**config.mk**
```make
export PLATFORM = sky130hd
export DESIGN_NAME = jx2_fetch_align
export DESIGN_NICKNAME = d
export VERILOG_FILES = /design/src/rtl/jx2_fetch_align.sv
export SDC_FILE = /design/constraint.sdc
export NUM_CORES = 1
export LEC_CHECK = 0
export ABC_AREA = 0
export CAP_MARGIN = 15
export CORE_ASPECT_RATIO = 0.5
export CORE_UTILIZATION = 40
export DETAILED_ROUTE_END_ITERATION = 12
export HOLD_SLACK_MARGIN = 0.05
export SYNTH_ARGS = -nofsm -noshare
export SYNTH_HDL_FRONTEND = slang
export SYNTH_SLANG_ARGS = --single-unit
export TNS_END_PERCENT = 1
```
**constraint.sdc**
```tcl
create_clock -name clock -period 8.68 [get_ports clock]
set_input_delay 1.302 -clock clock [delete_from_list [all_inputs] [get_ports clock]]
set_output_delay 1.302 -clock clock [all_outputs]
set_load 0.03 [all_outputs]
```
**src/rtl/jx2_fetch_align.sv**
```systemverilog
// Instruction-fetch aligner for the JX2 front end.
// Issues aligned 64-bit fetches, keeps up to eight halfwords buffered and
// hands one left-justified 16/32/48-bit instruction per handshake to decode.
// Build option: JX2_FALIGN_ZERO_TAIL_EN zeroes ifWord above the instruction.
module jx2_fetch_align #(
  parameter int                ADDR_W   = 32,
  parameter logic [ADDR_W-1:0] RESET_PC = '0
) (
  input  logic              clock,
  input  logic              reset,
  output logic              fetchReqValid,
  output logic [ADDR_W-1:0] fetchReqAddr,
  input  logic              fetchReqReady,
  input  logic              fetchRespValid,
  input  logic [63:0]       fetchRespData,
  input  logic              redirValid,
  input  logic [ADDR_W-1:0] redirPc,
  output logic              ifValid,
  input  logic              ifReady,
  output logic [63:0]       ifWord,
  output logic [1:0]        ifLen,
  output logic [ADDR_W-1:0] ifPc
);

  typedef enum logic [1:0] {S_IDLE, S_REQ, S_WAIT, S_DRAIN} state_t;

  state_t            state_q;
  logic [127:0]      buf_q;
  logic [3:0]        occ_q;
  logic [ADDR_W-1:0] fetch_pc_q;
  logic [ADDR_W-1:0] head_pc_q;
  logic [1:0]        skip_q;

  logic [1:0]        head_len;
  logic [1:0]        shift_len;
  logic              xfer;
  logic              take_resp;
  logic              owed_after;
  logic [127:0]      buf_s;
  logic [127:0]      buf_d;
  logic [127:0]      resp_ext;
  logic [63:0]       resp_hw;
  logic [3:0]        occ_s;
  logic [3:0]        occ_d;
  logic              unused_redir_bit0;

  assign unused_redir_bit0 = redirPc[0];

  // Instruction length from the top six bits of the head halfword.
  always_comb begin
    head_len = 2'd1;
    casez (buf_q[15:10])
      6'b11111?:                      head_len = 2'd3;
      6'b1110??, 6'b11110?, 6'b11011?: head_len = 2'd2;
      default:                        head_len = 2'd1;
    endcase
  end

  assign ifValid       = (occ_q != 4'd0) && (occ_q >= {2'b00, head_len}) && !redirValid;
  assign ifLen         = head_len;
  assign ifPc          = head_pc_q;
  assign xfer          = ifValid && ifReady;
  assign fetchReqValid = (state_q == S_REQ);
  assign fetchReqAddr  = fetch_pc_q;

`ifdef JX2_FALIGN_ZERO_TAIL_EN
  logic [63:0] tail_mask;

  // Keep only the halfwords that belong to the head instruction.
  always_comb begin
    tail_mask = 64'h0000_0000_0000_FFFF;
    case (head_len)
      2'd2:    tail_mask = 64'h0000_0000_FFFF_FFFF;
      2'd3:    tail_mask = 64'h0000_FFFF_FFFF_FFFF;
      default: tail_mask = 64'h0000_0000_0000_FFFF;
    endcase
  end

  assign ifWord = buf_q[63:0] & tail_mask;
`else
  // Unfilled slots are always zero, so the raw window is already well-formed.
  assign ifWord = buf_q[63:0];
`endif

  // Buffer next state: retire the head on a transfer, then append the
  // usable part of a response directly behind what remains.
  always_comb begin
    shift_len  = xfer ? head_len : 2'd0;
    buf_s      = buf_q >> {shift_len, 4'b0000};
    occ_s      = occ_q - {2'b00, shift_len};
    resp_hw    = fetchRespData >> {skip_q, 4'b0000};
    resp_ext   = {64'b0, resp_hw} << {occ_s, 4'b0000};
    take_resp  = (state_q == S_WAIT) && fetchRespValid;
    buf_d      = take_resp ? (buf_s | resp_ext) : buf_s;
    occ_d      = take_resp ? (occ_s + 4'd4 - {2'b00, skip_q}) : occ_s;
    // A response is still owed after this cycle if one was pending and did
    // not arrive, or if a new request is accepted right now.
    owed_after = (((state_q == S_WAIT) || (state_q == S_DRAIN)) && !fetchRespValid) ||
                 ((state_q == S_REQ) && fetchReqReady);
  end

  // Fetch FSM, buffer and PC registers; a redirect overrides everything.
  always_ff @(posedge clock or posedge reset) begin
    if (reset) begin
      state_q    <= S_IDLE;
      buf_q      <= '0;
      occ_q      <= 4'd0;
      fetch_pc_q <= {RESET_PC[ADDR_W-1:3], 3'b000};
      head_pc_q  <= {RESET_PC[ADDR_W-1:1], 1'b0};
      skip_q     <= RESET_PC[2:1];
    end else if (redirValid) begin
      state_q    <= owed_after ? S_DRAIN : S_REQ;
      buf_q      <= '0;
      occ_q      <= 4'd0;
      fetch_pc_q <= {redirPc[ADDR_W-1:3], 3'b000};
      head_pc_q  <= {redirPc[ADDR_W-1:1], 1'b0};
      skip_q     <= redirPc[2:1];
    end else begin
      buf_q <= buf_d;
      occ_q <= occ_d;
      if (xfer) begin
        head_pc_q <= head_pc_q + {{(ADDR_W-3){1'b0}}, head_len, 1'b0};
      end
      case (state_q)
        S_IDLE: begin
          if (occ_q <= 4'd4) state_q <= S_REQ;
        end
        S_REQ: begin
          if (fetchReqReady) begin
            state_q    <= S_WAIT;
            fetch_pc_q <= fetch_pc_q + ADDR_W'(8);
          end
        end
        S_WAIT: begin
          if (fetchRespValid) begin
            skip_q  <= 2'd0;
            state_q <= (occ_d <= 4'd4) ? S_REQ : S_IDLE;
          end
        end
        S_DRAIN: begin
          if (fetchRespValid) state_q <= S_REQ;
        end
        default: state_q <= S_IDLE;
      endcase
    end
  end

endmodule
```
# After elaboration in Yosys (flattened, before gate mapping)
# Index checks and enable logic that the tools add are counted.
totals:
  reg_bits: 200
  latch_bits: 0
  ram_bits: 0
  rom_bits: 0
  out_inout_bits: 132
  wordCells: 72
  memories: 0
classes:
  n_addsub: 5
  n_mul: 0
  div_mod_pow: 0
  order_cmp: 3
  eq_ne: 11
  n_shift: 3
  n_mux: 22
  n_bitwise: 1
  n_reduce_logical: 21
ops:
  columns: ["cell", "count"]
  rows:
  - ["$mux W128", 2]
  - ["$mux W32", 5]
  - ["$or A128 B128 Y128", 1]
  - ["$shl A64 B8 Y128", 1]
  - ["$shr A128 B6 Y128", 1]
  - ["$shr A64 B6 Y64", 1]
  - ["$add A32 B3 Y32", 1]
  - ["$add A32 B4 Y32 const B", 1]
  - ["$mux W2", 10]
  - ["$eq A5 B5 Y1 const B", 3]
  - ["$reduce_bool A2 Y1", 5]
  - ["$ne A3 B3 Y1 const B", 3]
  - ["$le A4 B3 Y1 const B", 2]
  - ["$mux W4", 2]
  - ["$pmux W2 S4", 1]
  - ["$sub A4 B2 Y4", 2]
  - ["$logic_and A1 B1 Y1", 6]
  - ["$add A4 B3 Y4 const B", 1]
  - ["$eq A2 B2 Y1 const B", 2]
  - ["$eq A4 B4 Y1 const B", 1]
  - ["$ge A4 B2 Y1", 1]
  - ["$pmux W2 S2", 1]
  - ["$reduce_and A2 Y1", 2]
  - ["$reduce_and A4 Y1", 1]
  - ["other kinds (8)", 10]

# Longest topological paths before layout
logic_depth:
  depth_word: 17
  ltp_mapped: 25

# Least setup slack after synthesis
# Ideal clock, no wire load.
synth_path:
  path_type: "register to register"
  start: "reg buf_q[13]"
  end: "reg buf_q[103]"
  arrival_ns: 5.178
  path_slack_ns: 3.424
  path_stages_with_launch: 23
  n_path_buf: 6
  synth_period_minus_slack_ns: 5.256
  cell_sequence: "dfrtp_1 clkbuf_1 a21bo_2 a21oi_1 clkbuf_1 inv_1 ha_1 nand2b_1 a21bo_2 nand2_1 clkbuf_1 clkbuf_1 nor2_1 ha_1 inv_1 fa_1 clkbuf_1 nor4b_2 clkbuf_1 nand2_1 nand3_1 a221oi_1 a21oi_1"
synth_via:
  elab_chain_cells: 13
  elab_cells_between_ends: 17
synth_rtl:
  columns: ["element", "line", "source"]
  rows:
  - ["start: declaration", "28", "logic [127:0] buf_q;"]
  - ["start signal: assignment", "119", "buf_q <= buf_d;"]
  - ["$eq A5 B5 Y1 / $eq A4 B4 Y1 (equally long branches)", "52", "casez (buf_q[15:10])"]
  - ["$reduce_or A3 Y1", "52", null]
  - ["$pmux W2 S2 (*)", "52", null]
  - ["via ifLen[0]", "21", "output logic [1:0] ifLen,"]
  - ["$ge A4 B2 Y1", "59", "assign ifValid = (occ_q != 4'd0) && (occ_q >= {2'b00, head_len}) && !redirValid;"]
  - ["$logic_and A1 B1 Y1 (2 in a row)", "59", null]
  - ["$logic_and A1 B1 Y1", "62", "assign xfer = ifValid && ifReady;"]
  - ["$mux W2 (*)", "88", "shift_len = xfer ? head_len : 2'd0;"]
  - ["$sub A4 B2 Y4", "90", "occ_s = occ_q - {2'b00, shift_len};"]
  - ["$shl A64 B8 Y128", "92", "resp_ext = {64'b0, resp_hw} << {occ_s, 4'b0000};"]
  - ["$or A128 B128 Y128", "94", "buf_d = take_resp ? (buf_s | resp_ext) : buf_s;"]
  - ["$mux W128 (*)", "94", null]
  - ["$mux W128 (*)", "111", "end else if (redirValid) begin"]
# Mark *: on every way through the listed nets, which the timed path passes. The rest lies on a longest branch.
# A chain may end at the register's enable or synchronous reset.

# Final worst setup path
layout_path:
  start: "reg buf_q[12]"
  end: "reg state_q[0]"
layout_via:
  elab_chain_cells: 17
  elab_cells_between_ends: 20
layout_rtl:
  columns: ["element", "line", "source"]
  rows:
  - ["$eq A5 B5 Y1 / $eq A4 B4 Y1 (equally long branches)", "52", null]
  - ["$reduce_or A3 Y1", "52", null]
  - ["$pmux W2 S2 (*)", "52", null]
  - ["$ge A4 B2 Y1", "59", null]
  - ["$logic_and A1 B1 Y1 (2 in a row)", "59", null]
  - ["$logic_and A1 B1 Y1", "62", null]
  - ["$mux W2 (*)", "88", null]
  - ["$sub A4 B2 Y4 (*)", "90", null]
  - ["$add A4 B3 Y4", "95", "occ_d = take_resp ? (occ_s + 4'd4 - {2'b00, skip_q}) : occ_s;"]
  - ["$sub A4 B2 Y4", "95", null]
  - ["$mux W4 (*)", "95", null]
  - ["$le A4 B3 Y1 (*)", "137", "state_q <= (occ_d <= 4'd4) ? S_REQ : S_IDLE;"]
  - ["$mux W1 (*)", "137", null]
  - ["$mux W2 (*)", "135", "if (fetchRespValid) begin"]
  - ["$pmux W2 S4 (*)", "124", "case (state_q)"]
  - ["$mux W2 (*)", "111", null]
  - ["end signal: assignment", "112", "state_q <= owed_after ? S_DRAIN : S_REQ;"]
  - ["end signal: assignment", "137", null]
  - ["end: declaration", "27", "state_t state_q;"]
# Every way passes the cells marked *; elsewhere a longest branch is shown, timed or not. The select of a mux whose other input is x is not followed.

==> load_flow_metrics.sql <==
INSERT INTO impl_metrics (metric_group, metric, value, unit) VALUES
('clock_tree', 'cts-resized-gates', '0', ''),
('synthesis', 'synth_top_flop_cell', 'dfrtp_1', ''),
('placement', 'placement.io_buffers', '228', ''),
('pwr', 'share_clk_of_total_power', '0.306', ''),
('pwr', 'total_switching_power', '0.999', 'mW'),
('synthesis', 'ys_warn_count', '0', ''),
('synthesis', 'syn_area', '15900', 'sq um'),
('finish', 'final_cell_mix', '242 x nand2_1, 227 x clkdlybuf4s50_1, 193 x dfrtp_1', ''),
('synthesis', 'share_of_synthesized_area_occupied_by_flip_flops_and_latches', '0.308', ''),
('clock_tree', 'tritoncts_clock_tree', 'yes', ''),
('status', 'run_status', 'finished, final reports clean', ''),
('critical_path', 'worst_path_most_repeated_cell', 'ha_1', ''),
('critical_path', 'worst_ep_arrival_time', '6.52', 'ns'),
('synthesis', 'yosys_register_bits', '196', ''),
('pwr', 'intPower', '1.69', 'mW'),
('timing', 'unrepaired_setup_endpoints_after_global_routing', 'no', ''),
('global_route', 'grt_first_pass_wirelength', '88.5', 'mm'),
('pwr', 'total_power', '2.69', 'mW'),
('pwr', 'ir_worst_vdd', '0.143', 'mV'),
('critical_path', 'cpMaxStageDelayCell', 'fa_2', ''),
('clock_tree', 'cts_made_buffers', '17', ''),
('pwr', 'register_share_of_total_power', '0.384', ''),
('clock_tree', 'clk_root_buffer_cell', 'clkbuf_16', ''),
('finish', 'final.fill_count', '3859', ''),
('clock_tree', 'clkSinkCount', '196', ''),
('clock_tree', 'cts_hold_buf', '0', ''),
('global_route', 'first_global_vias', '14653', ''),
('drt', 'drt_iter0_drc', '1360', ''),
('critical_path', 'critical_path.reg2reg.startpoint', 'buf_q[12]$_DFF_PP0_', ''),
('finish', 'diodes', '0', ''),
('timing', 'worst_hold_slack', '0.521', 'ns'),
('synthesis', 'syn_area_per_cell', '8.51', 'sq um'),
('floorplanning', 'start_util', '0.408', ''),
('hold_path', 'hold_class', 'reg -> reg', ''),
('clock_tree', 'cts_max_level', '4', ''),
('floorplanning', 'floorplan.io_pins', '234', ''),
('pwr', 'power.combinational.fraction', '0.310', ''),
('hold_path', 'hold_path_startpoint', 'ifPc[31]$_DFFE_PP0N_', ''),
('timing', 'fin_crit', '6.16', 'ns'),
('floorplanning', 'chipWidth', '284', 'um'),
('critical_path', 'crit_path_cell_trace', 'nand3b_1, a21oi_4, inv_1, ha_1, nand2b_1, a21bo_2, nand3_1, fa_2, buf_4, ha_1, ha_1, ha_1, a21oi_1, nor2_1, xor2_1, a31o_2', ''),
('clock_tree', 'clock_path_buffers', '2', ''),
('critical_path', 'critPathLaunchType', 'flip-flop', ''),
('critical_path', 'worst_setup_path_startpoint', 'buf_q[12]$_DFF_PP0_', ''),
('pwr', 'cellPowerDensity', '144', 'nW/um^2'),
('timing', 'final.setup.tns', '0', 'ns'),
('placement', 'half_perimeter_wire_length_after_placement', '39.5', 'mm'),
('timing', 'min_period_over_period', '0.709', ''),
('global_route', 'grt_overflow_total', '0', ''),
('timing', 'slew_viol_final', '0', ''),
('finish', 'layout.cells.most_common', 'nand2_1', ''),
('timing', 'finalSetupViolCount', '0', ''),
('critical_path', 'slowest_delay', '1.02', 'ns'),
('pwr', 'power.switching_fraction', '0.371', ''),
('drt', 'detail_route.wl_per_cell', '23.0', 'um'),
('drt', 'drt_pass1_iterations', '7', ''),
('clock_tree', 'clkTransAtPathRegs', '0.09', 'ns'),
('clock_tree', 'postCtsSetupRepairBufs', '0', ''),
('finish', 'multi_input_comb_area', '9840', 'sq um'),
('finish', 'design.final.nets', '2030', ''),
('critical_path', 'crit_path_end_kind', 'flip-flop', ''),
('timing', 'finalClockSkew', '0.0149', 'ns'),
('synthesis', 'post_synth_inst_count', '1871', ''),
('drt', 'number_of_vias_per_cell_after_detailed_routing', '6.34', ''),
('timing', 'timing.fmax', '162', 'MHz'),
('critical_path', 'critPathBufInv', '2', ''),
('synthesis', 'synth_edf_count', '0', ''),
('global_route', 'pin_count_of_the_biggest_net_entering_global_routing', '86', ''),
('finish', 'ff_latch_area', '4910', 'sq um'),
('finish', 'finalCoreUtilization', '0.477', ''),
('critical_path', 'cp_top_family', 'adder cells', '');
per-layer routing:
| metal | part of all wire | global-route usage | vias up | wire, um |
|---|---|---|---|---|
| li1 | - | - | 7138 | - |
| met1 | 0.44 | 0.376 | 7774 | 25100 |
| met2 | 0.47 | 0.448 | 583 | 26200 |
| met3 | 0.058 | 0.0316 | 98 | 3250 |
| met4 | 0.033 | 0.106 | 0 | 1870 |
| met5 | 0 | 0 | - | 0 |
per-stage QoR:
stage	cells	instance area, sq um
final	2458	18600
after global routing	2458	18600
after CTS	2457	18600
after detailed placement	2425	18000
after global placement	2425	18000
after floorplan	1874	15900
worst register-to-register path, cell delays in order (launching register included):
cell and delay [ns]:
dfrtp_1 0.79, nand3b_1 0.27, a21oi_4 0.26, inv_1 0.13, ha_1 0.29, nand2b_1 0.16
a21bo_2 0.60, nand3_1 0.76, fa_2 1.02, buf_4 0.54, ha_1 0.35, ha_1 0.18
ha_1 0.18, a21oi_1 0.11, nor2_1 0.06, xor2_1 0.16, a31o_2 0.20
cells in the mapped netlist (19+ instances only):
cell | instances | area share
o211ai_1 | 23 | 0.011
a221oi_1 | 27 | 0.015
mux2i_1 | 94 | 0.059
nor2_1 | 81 | 0.019
clkbuf_1 | 131 | 0.031
nor3_1 | 50 | 0.016
o21ai_0 | 81 | 0.025
a21oi_1 | 65 | 0.020
nand3_1 | 52 | 0.016
buf_2 | 19 | 0.0060
xor2_1 | 24 | 0.013
a22oi_1 | 87 | 0.041
mux2_2 | 105 | 0.074
a22o_1 | 25 | 0.014
a31oi_1 | 47 | 0.018
buf_1 | 24 | 0.0057
o221ai_1 | 25 | 0.014
buf_4 | 68 | 0.032
o22ai_1 | 33 | 0.013
dfrtp_1 | 196 | 0.31
nand4_1 | 20 | 0.0079
and3_1 | 26 | 0.010
nand2_1 | 244 | 0.057
a2bb2oi_1 | 22 | 0.012
path summary, 6_finish.rpt:
check,slack (ns),end,cells after the start
setup / recovery,2.52,state_q[0]$_DFFE_PP0P_,16
hold reg to reg,0.52,ifPc[31]$_DFFE_PP0N_,1
min in group asynchronous,1.32,fetchReqAddr[29]$_DFFE_PP0P_,2
max in group asynchronous,5.81,buf_q[13]$_DFF_PP0_,3
setup reg to reg,2.52,state_q[0]$_DFFE_PP0P_,16
hold / removal,0.52,ifPc[31]$_DFFE_PP0N_,1
sequential cells by signal, indices dropped and copies added, names as in the netlist:
register and count:
buf_q 128, fetchReqAddr 29, ifPc 31, occ_q 4, skip_q 2, state_q 2
power by group through the flow:
stage	clock (mW)	combinational [mW]	sequential (mW)
final	0.825	0.835	1.03
after global routing	0.873	0.893	1.04
after CTS	0.833	0.830	1.03
after detailed placement	0	0.827	1.05
after global placement	0	0.822	1.05
after floorplan	0	0.480	1.08
cell type report:
type                    instances  area share
inverters                      18     0.00403
clock buffers                  18      0.0236
multi-input cells            1416       0.528
repair buffers                266       0.138
clock inverters                14     0.00765
flip-flops and latches        196       0.263
well taps                     530      0.0356
cell families after synthesis:
family,count (synthesis),share of synthesized area
AOI/OAI and AO/OA,583,0.267
xor gates and xnor gates,38,0.0214
adders and majority gates,13,0.0112
buffers and inverters,262,0.0802
DFF,196,0.308
muxes,200,0.134
other,1,0.000235
and+or+nand+nor,578,0.179
Note: power is estimated with default switching activity, not from simulation.
